### config.mk
export PLATFORM = sky130hd
export DESIGN_NAME = serial_add_ctrl
export DESIGN_NICKNAME = d
export VERILOG_FILES = /design/src/rtl/serial_add_pkg.sv /design/src/rtl/nibble_adder.sv /design/src/rtl/serial_add_ctrl.sv
export SDC_FILE = /design/constraint.sdc
export NUM_CORES = 1
export LEC_CHECK = 0
export BUFFER_PORTS_ARGS = -buffer_cell sky130_fd_sc_hd__buf_2
export CORE_MARGIN = 2
export CORE_UTILIZATION = 50
export CTS_CLUSTER_DIAMETER = 80
export CTS_CLUSTER_SIZE = 20
export DETAILED_ROUTE_END_ITERATION = 6
export PLACE_DENSITY = 0.84
export SETUP_SLACK_MARGIN = 0.5
export SKIP_CTS_REPAIR_TIMING = 1
export SYNTH_ARGS = -nofsm -noshare
export SYNTH_HDL_FRONTEND = slang
export SYNTH_SLANG_ARGS = --single-unit
export TNS_END_PERCENT = 5
### constraint.sdc
create_clock -name clk -period 8.1 [get_ports clk]
set_input_delay 2.43 -clock clk [delete_from_list [all_inputs] [get_ports clk]]
set_output_delay 2.43 -clock clk [all_outputs]
set_load 0.1 [all_outputs]
### src/rtl/serial_add_pkg.sv
// Shared definitions for the nibble-serial adder: FSM encoding and slice width.
package serial_add_pkg;

  localparam int SLICE_W = 4;

  typedef enum logic [1:0] {
    IDLE = 2'd0,
    ADD  = 2'd1,
    DONE = 2'd2
  } state_t;

endpackage

### src/rtl/nibble_adder.sv
// Combinational 4-bit slice adder; the only arithmetic resource of the block.
module nibble_adder
  import serial_add_pkg::*;
(
  input  logic [SLICE_W-1:0] a,
  input  logic [SLICE_W-1:0] b,
  input  logic               cin,
  output logic [SLICE_W-1:0] s,
  output logic               cout
);

  logic [SLICE_W:0] total;

  // Widen to SLICE_W+1 bits so the carry falls out of the top bit.
  always_comb begin
    total = {1'b0, a} + {1'b0, b} + {{SLICE_W{1'b0}}, cin};
    s     = total[SLICE_W-1:0];
    cout  = total[SLICE_W];
  end

endmodule

### src/rtl/serial_add_ctrl.sv
// Nibble-serial adder: accepts an operand set, ripples one 4-bit slice per
// cycle through a single shared nibble_adder (LSB first), then holds the
// result until the consumer takes it.
module serial_add_ctrl
  import serial_add_pkg::*;
#(
  parameter int NIBBLES = 4
) (
  input  logic                   clk,
  input  logic                   rst,
  input  logic                   in_valid,
  output logic                   in_ready,
  input  logic [SLICE_W*NIBBLES-1:0] a,
  input  logic [SLICE_W*NIBBLES-1:0] b,
  input  logic                   cin,
  output logic                   out_valid,
  input  logic                   out_ready,
  output logic [SLICE_W*NIBBLES-1:0] sum,
  output logic                   cout,
  output logic                   busy
);

  localparam int W     = SLICE_W * NIBBLES;
  localparam int IDX_W = (NIBBLES > 1) ? $clog2(NIBBLES) : 1;
  localparam logic [IDX_W-1:0] LAST = IDX_W'(NIBBLES - 1);

  state_t             state;
  logic [W-1:0]       a_q;
  logic [W-1:0]       b_q;
  logic [IDX_W-1:0]   idx;
  logic               carry;

  logic [SLICE_W-1:0] sl_a;
  logic [SLICE_W-1:0] sl_b;
  logic [SLICE_W-1:0] add_s;
  logic               add_c;

  // Select the current slice of each captured operand for the shared adder.
  always_comb begin
    sl_a = a_q[SLICE_W*idx +: SLICE_W];
    sl_b = b_q[SLICE_W*idx +: SLICE_W];
  end

  nibble_adder u_add (
    .a    (sl_a),
    .b    (sl_b),
    .cin  (carry),
    .s    (add_s),
    .cout (add_c)
  );

  // Control FSM; all handshake/status outputs are registered alongside state.
  always_ff @(posedge clk or posedge rst) begin
    if (rst) begin
      state     <= IDLE;
      a_q       <= '0;
      b_q       <= '0;
      idx       <= '0;
      carry     <= 1'b0;
      sum       <= '0;
      cout      <= 1'b0;
      out_valid <= 1'b0;
      busy      <= 1'b0;
      in_ready  <= 1'b1;
    end else begin
      case (state)
        IDLE: begin
          // in_ready is high here, so in_valid alone completes the handshake.
          if (in_valid) begin
            a_q      <= a;
            b_q      <= b;
            carry    <= cin;
            idx      <= '0;
            sum      <= '0;
            state    <= ADD;
            in_ready <= 1'b0;
            busy     <= 1'b1;
          end
        end
        ADD: begin
          sum[SLICE_W*idx +: SLICE_W] <= add_s;
          carry                       <= add_c;
          if (idx == LAST) begin
            idx       <= '0;
            cout      <= add_c;
            state     <= DONE;
            out_valid <= 1'b1;
          end else begin
            idx <= idx + 1'b1;
          end
        end
        DONE: begin
          // Result stays put until the consumer takes it.
          if (out_ready) begin
            state     <= IDLE;
            out_valid <= 1'b0;
            busy      <= 1'b0;
            in_ready  <= 1'b1;
          end
        end
        default: begin
          state     <= IDLE;
          out_valid <= 1'b0;
          busy      <= 1'b0;
          in_ready  <= 1'b1;
        end
      endcase
    end
  end

endmodule

# After elaboration in Yosys (flattened, before gate mapping)
# Cells that the tools add are included.
# totals
mem_bits_ro	0
mem_bits_rw	0
in_bits	37
word_cells	54
latch_bits	0
ff_bits	57
n_memories	0
out_inout_bits	20
# op_classes
n_bitwise	2
multipliers	0
n_reduce_logical	8
order_cmp	0
eq_ne	6
div	0
mux	20
shifts	4
addsub	4
# ops
cell	count
4-bit negation with 34-bit output	1
4-bit by 34-bit variable shift with 16-bit output, first input constant	1
4-bit by 34-bit variable part select with 16-bit output	1
16-bit one-hot mux with 2 select lines	1
16-bit by 5-bit variable part select with 4-bit output	2
16-bit bitwise mux	1
16-bit 2-to-1 mux	1
2-bit 2-to-1 mux	5
1-bit one-hot mux with 3 select lines	3
3-bit AND reduction	3
1-bit 2-to-1 mux	6
2-bit != test, second input constant	3
2-bit one-hot mux with 3 select lines	1
2-bit AND reduction	3
4-bit by 4-bit adder with 5-bit output	1
5-bit by 1-bit adder with 5-bit output	1
2-bit equality test, second input constant	2
2-bit one-hot mux with 2 select lines	1
2-bit by 1-bit adder with 2-bit output, second input constant	1
2-bit by 1-bit equality test with 1-bit output, second input constant	1
2-bit zero test	1
1-bit inverter	2
1-bit one-hot mux with 2 select lines	1
2-bit nonzero test	1

# Longest topological paths before layout
# depth
depth_word	6
depth_mapped	7

# Modules after synthesis
# A second synthesis with hierarchy kept.
# hier_totals
hier_cells	191
hier_area_um2	2668.8
# modules_own_cells
mod	n_inst	area_each_um2	seq_area_each_um2	cells_each
serial_add_ctrl	1	2524.9	1427.6	175
nibble_adder	1	143.9	0.0	16

# Worst setup path before layout
# No wires, ideal clock.
# synth_timing
kind	input to register
start	in in_valid
end	reg a_q[0]
t_arrival_ps	3268
slack_ps	4708
path_stages	3
required_ps	7975
setup_ps	125
path_cell_list	nor3b_4 > buf_6 > mux2_2
# synth_via
elab_chain_cells	1
# synth_rtl
element	line_no	text
start, declared	serial_add_ctrl.sv:11	input logic in_valid,
2-bit AND reduction (no line)	-	
end signal, assigned	serial_add_ctrl.sv:56	a_q <= '0;
end signal, assigned	serial_add_ctrl.sv:70	a_q <= a;
end, declared	serial_add_ctrl.sv:28	logic [W-1:0] a_q;
# Every way passes these cells.
# A chain may end at the register's enable or synchronous reset.

# Final worst setup path
# layout_timing
start	reg in_ready
end	out in_ready
# layout_rtl
element	line_no	text
start, declared	serial_add_ctrl.sv:12	output logic in_ready,
start signal, assigned	serial_add_ctrl.sv:64	in_ready <= 1'b1;
start signal, assigned	serial_add_ctrl.sv:76	in_ready <= 1'b0;
start signal, assigned	serial_add_ctrl.sv:98	in_ready <= 1'b1;
# No word-level cell between the ends.

==> results_dict.tcl <==
set metrics [dict create \
    core_um2 5075 \
    die_x_um 76.39 \
    worstSetupPathDepth 1 \
    diodes 0 \
    wl_per_cell_um 15.58 \
    end_kind "output port" \
    setup_viol 0 \
    fin_skew_ns 0.004991 \
    start_kind "register" \
    grt_overflow 0 \
    antenna_found_initial 0 \
    period_needed_ns 3.716 \
    cts_tree "yes" \
    vias 1717 \
    cts.reportedPaths.clkPinSlew_ns 0.06 \
    status "complete, no violations" \
    layout_common_cells "dfrtp_1 (56), buf_2 (56), mux2_2 (30)" \
    grt_use_total_pct 18.89 \
    final_core_util_pct 62.18 \
    relSlewSlack_pct 51.68 \
    yosys_warnings 0 \
    period_share_pct 45.87 \
    holdPathStages 1 \
    holdPathEnd "a_q[6]$_DFFE_PP0P_" \
    drc 0 \
    clock_latency_ns 0.33 \
    critPathBufInv 1 \
    ys_types 34 \
    wl_um 4938 \
    grt_max_degree 58 \
    antenna_left 0 \
    r2r_cells 5 \
    worstPathCellList "buf_2" \
    ioPinCount 57 \
    required_ns 5.67 \
    root_buffer "clkbuf_8" \
    synthCells 180 \
    ys_seq_elements 57 \
    critPathKind "register to output port" \
    fin_setup_tns_ns 0 \
    n_fill_cell 431 \
    r2r-start "idx[0]$_DFFE_PP0P_" \
    syn_area_per_cell_um2 14.56 \
    reg2reg_slack_ns 5.19 \
    crit_fanout 3 \
    dieArea_um2 5835 \
    slew_violations 0 \
    initial_core_util_pct 51.63 \
    port_buffers 56 \
    grt_pass1_wl_um 8528 \
    grt_pass1_vias 1781 \
    syn_nets 226 \
    clock_path_buffers 2 \
    max_freq_mhz 269.1 \
    critical_path.top_delay_family "flip-flops" \
    fin_cells 317 \
    reg2reg_to "sum[2]$_DFFE_PP0P_" \
    cts-buffers-inserted 9 \
    crit_path_top_delay_cell "dfstp_2" \
    ys_seq_area_share_pct 54.49 \
    dp.cells 301 \
    max_stage_delay_ns 0.54 \
    rows 26 \
    cp_data_arrival_time_ns 1.29 \
    hold_viol 0 \
    dieHeight_um 76.39 \
    place.gp.congestion 0.7767 \
    cts.sinks 57 \
    hp-class "register to register" \
    area_delta_synth_final_pct 20.44 \
    via_per_inst 5.416 \
    h-tree-depth 3 \
    drt_first_iter_violations 83 \
    rsz0062_at_grt "no" \
    drtPass1Iterations 4 \
    worstHoldStart "a_q[6]$_DFFE_PP0P_" \
    drive_gt1_share_pct 46.96 \
    tightest_slew_ns 0.7249 \
    nNetsFinal 288 \
    hpwl_um 3478 \
    synth_area_um2 2620 \
    maxCapViolations 0 \
]
## per-layer routing
layer,routed length (um),track usage (%)
met4,96,9.273
met5,0,0
met2,2362,30.80
met3,253,4.147
met1,2226,23.99
## registers in the layout (all words and copies together), names as in the netlist
| name | cells |
|---|---|
| b_q | 16 |
| state | 2 |
| idx | 2 |
| carry | 1 |
| a_q | 16 |
| busy | 1 |
| out_valid | 1 |
| sum | 16 |
| in_ready | 1 |
| cout | 1 |
## cells in the mapped netlist
library cell	instances	area share [%]
a211oi_1	1	0.29
a21o_1	5	1.4
a21oi_1	5	0.95
a22o_1	13	4.3
a31oi_1	1	0.24
a32o_1	4	1.5
and2b_1	1	0.29
and4_1	3	1.0
buf_2	2	0.38
buf_4	1	0.29
buf_6	3	1.3
clkbuf_1	1	0.14
dfrtp_1	56	53
dfstp_2	1	1.0
fa_1	2	1.5
ha_1	7	3.3
inv_1	3	0.43
mux2_1	2	0.86
mux2_2	30	13
mux4_2	8	6.9
nand2_1	10	1.4
nand2b_1	2	0.48
nand2b_4	1	0.53
nor2_1	4	0.57
nor2b_1	2	0.48
nor3_1	1	0.19
nor3b_4	1	0.72
nor4b_2	1	0.57
o21ai_0	3	0.57
o21bai_1	2	0.57
o221ai_1	1	0.33
o31ai_1	1	0.29
or3b_2	1	0.33
xor2_1	1	0.33
## per-stage QoR
step | worst slack, ns | hold WS, ns | cell area, um2
floorplan | 4.272 | 0.4524 | 2620
global placement | 4.454 | 0.4725 | 2948
detailed placement | 4.432 | 0.4821 | 2948
CTS | 4.373 | 0.4968 | 3156
global route | 4.350 | 0.5072 | 3156
finish | 4.384 | 0.4948 | 3156
## cell families after synthesis
family,share of synthesized area [%]
DFF,54.49
muxes,20.63
AOI/OAI and AO/OA,10.55
and+or+nand+nor,6.590
buffers and inverters,2.531
adders and majority gates,4.871
xor gates and xnor gates,0.3343
## worst max-delay path by stage
| stage | start | end | slack (ns) |
|---|---|---|---|
| 2_1_floorplan | rst | a_q[0]$_DFFE_PP0P_ | 4.27 |
| 3_3_place_gp | in_valid | b_q[13]$_DFFE_PP0P_ | 4.45 |
| 3_5_place_dp | in_valid | b_q[12]$_DFFE_PP0P_ | 4.43 |
| 4_1_cts | in_ready$_DFFE_PP1P_ | in_ready | 4.37 |
| 5_1_grt | in_ready$_DFFE_PP1P_ | in_ready | 4.35 |
| 6_report | in_ready$_DFFE_PP1P_ | in_ready | 4.38 |
## final cells by class
cell class / instances / area, um2 / area share, %
inverters: 3 / 11.26 / 0.3569
multi-input cells: 113 / 1126 / 35.69
clock buffers: 14 / 172.7 / 5.472
flip-flops and latches: 57 / 1428 / 45.24
well taps: 70 / 87.58 / 2.776
repair buffers: 58 / 295.3 / 9.358
clock inverters: 2 / 35.03 / 1.110
Power is left out: the tool's default activity adds up to more than one toggle a clock period on the data nets, which glitch-free logic cannot reach.
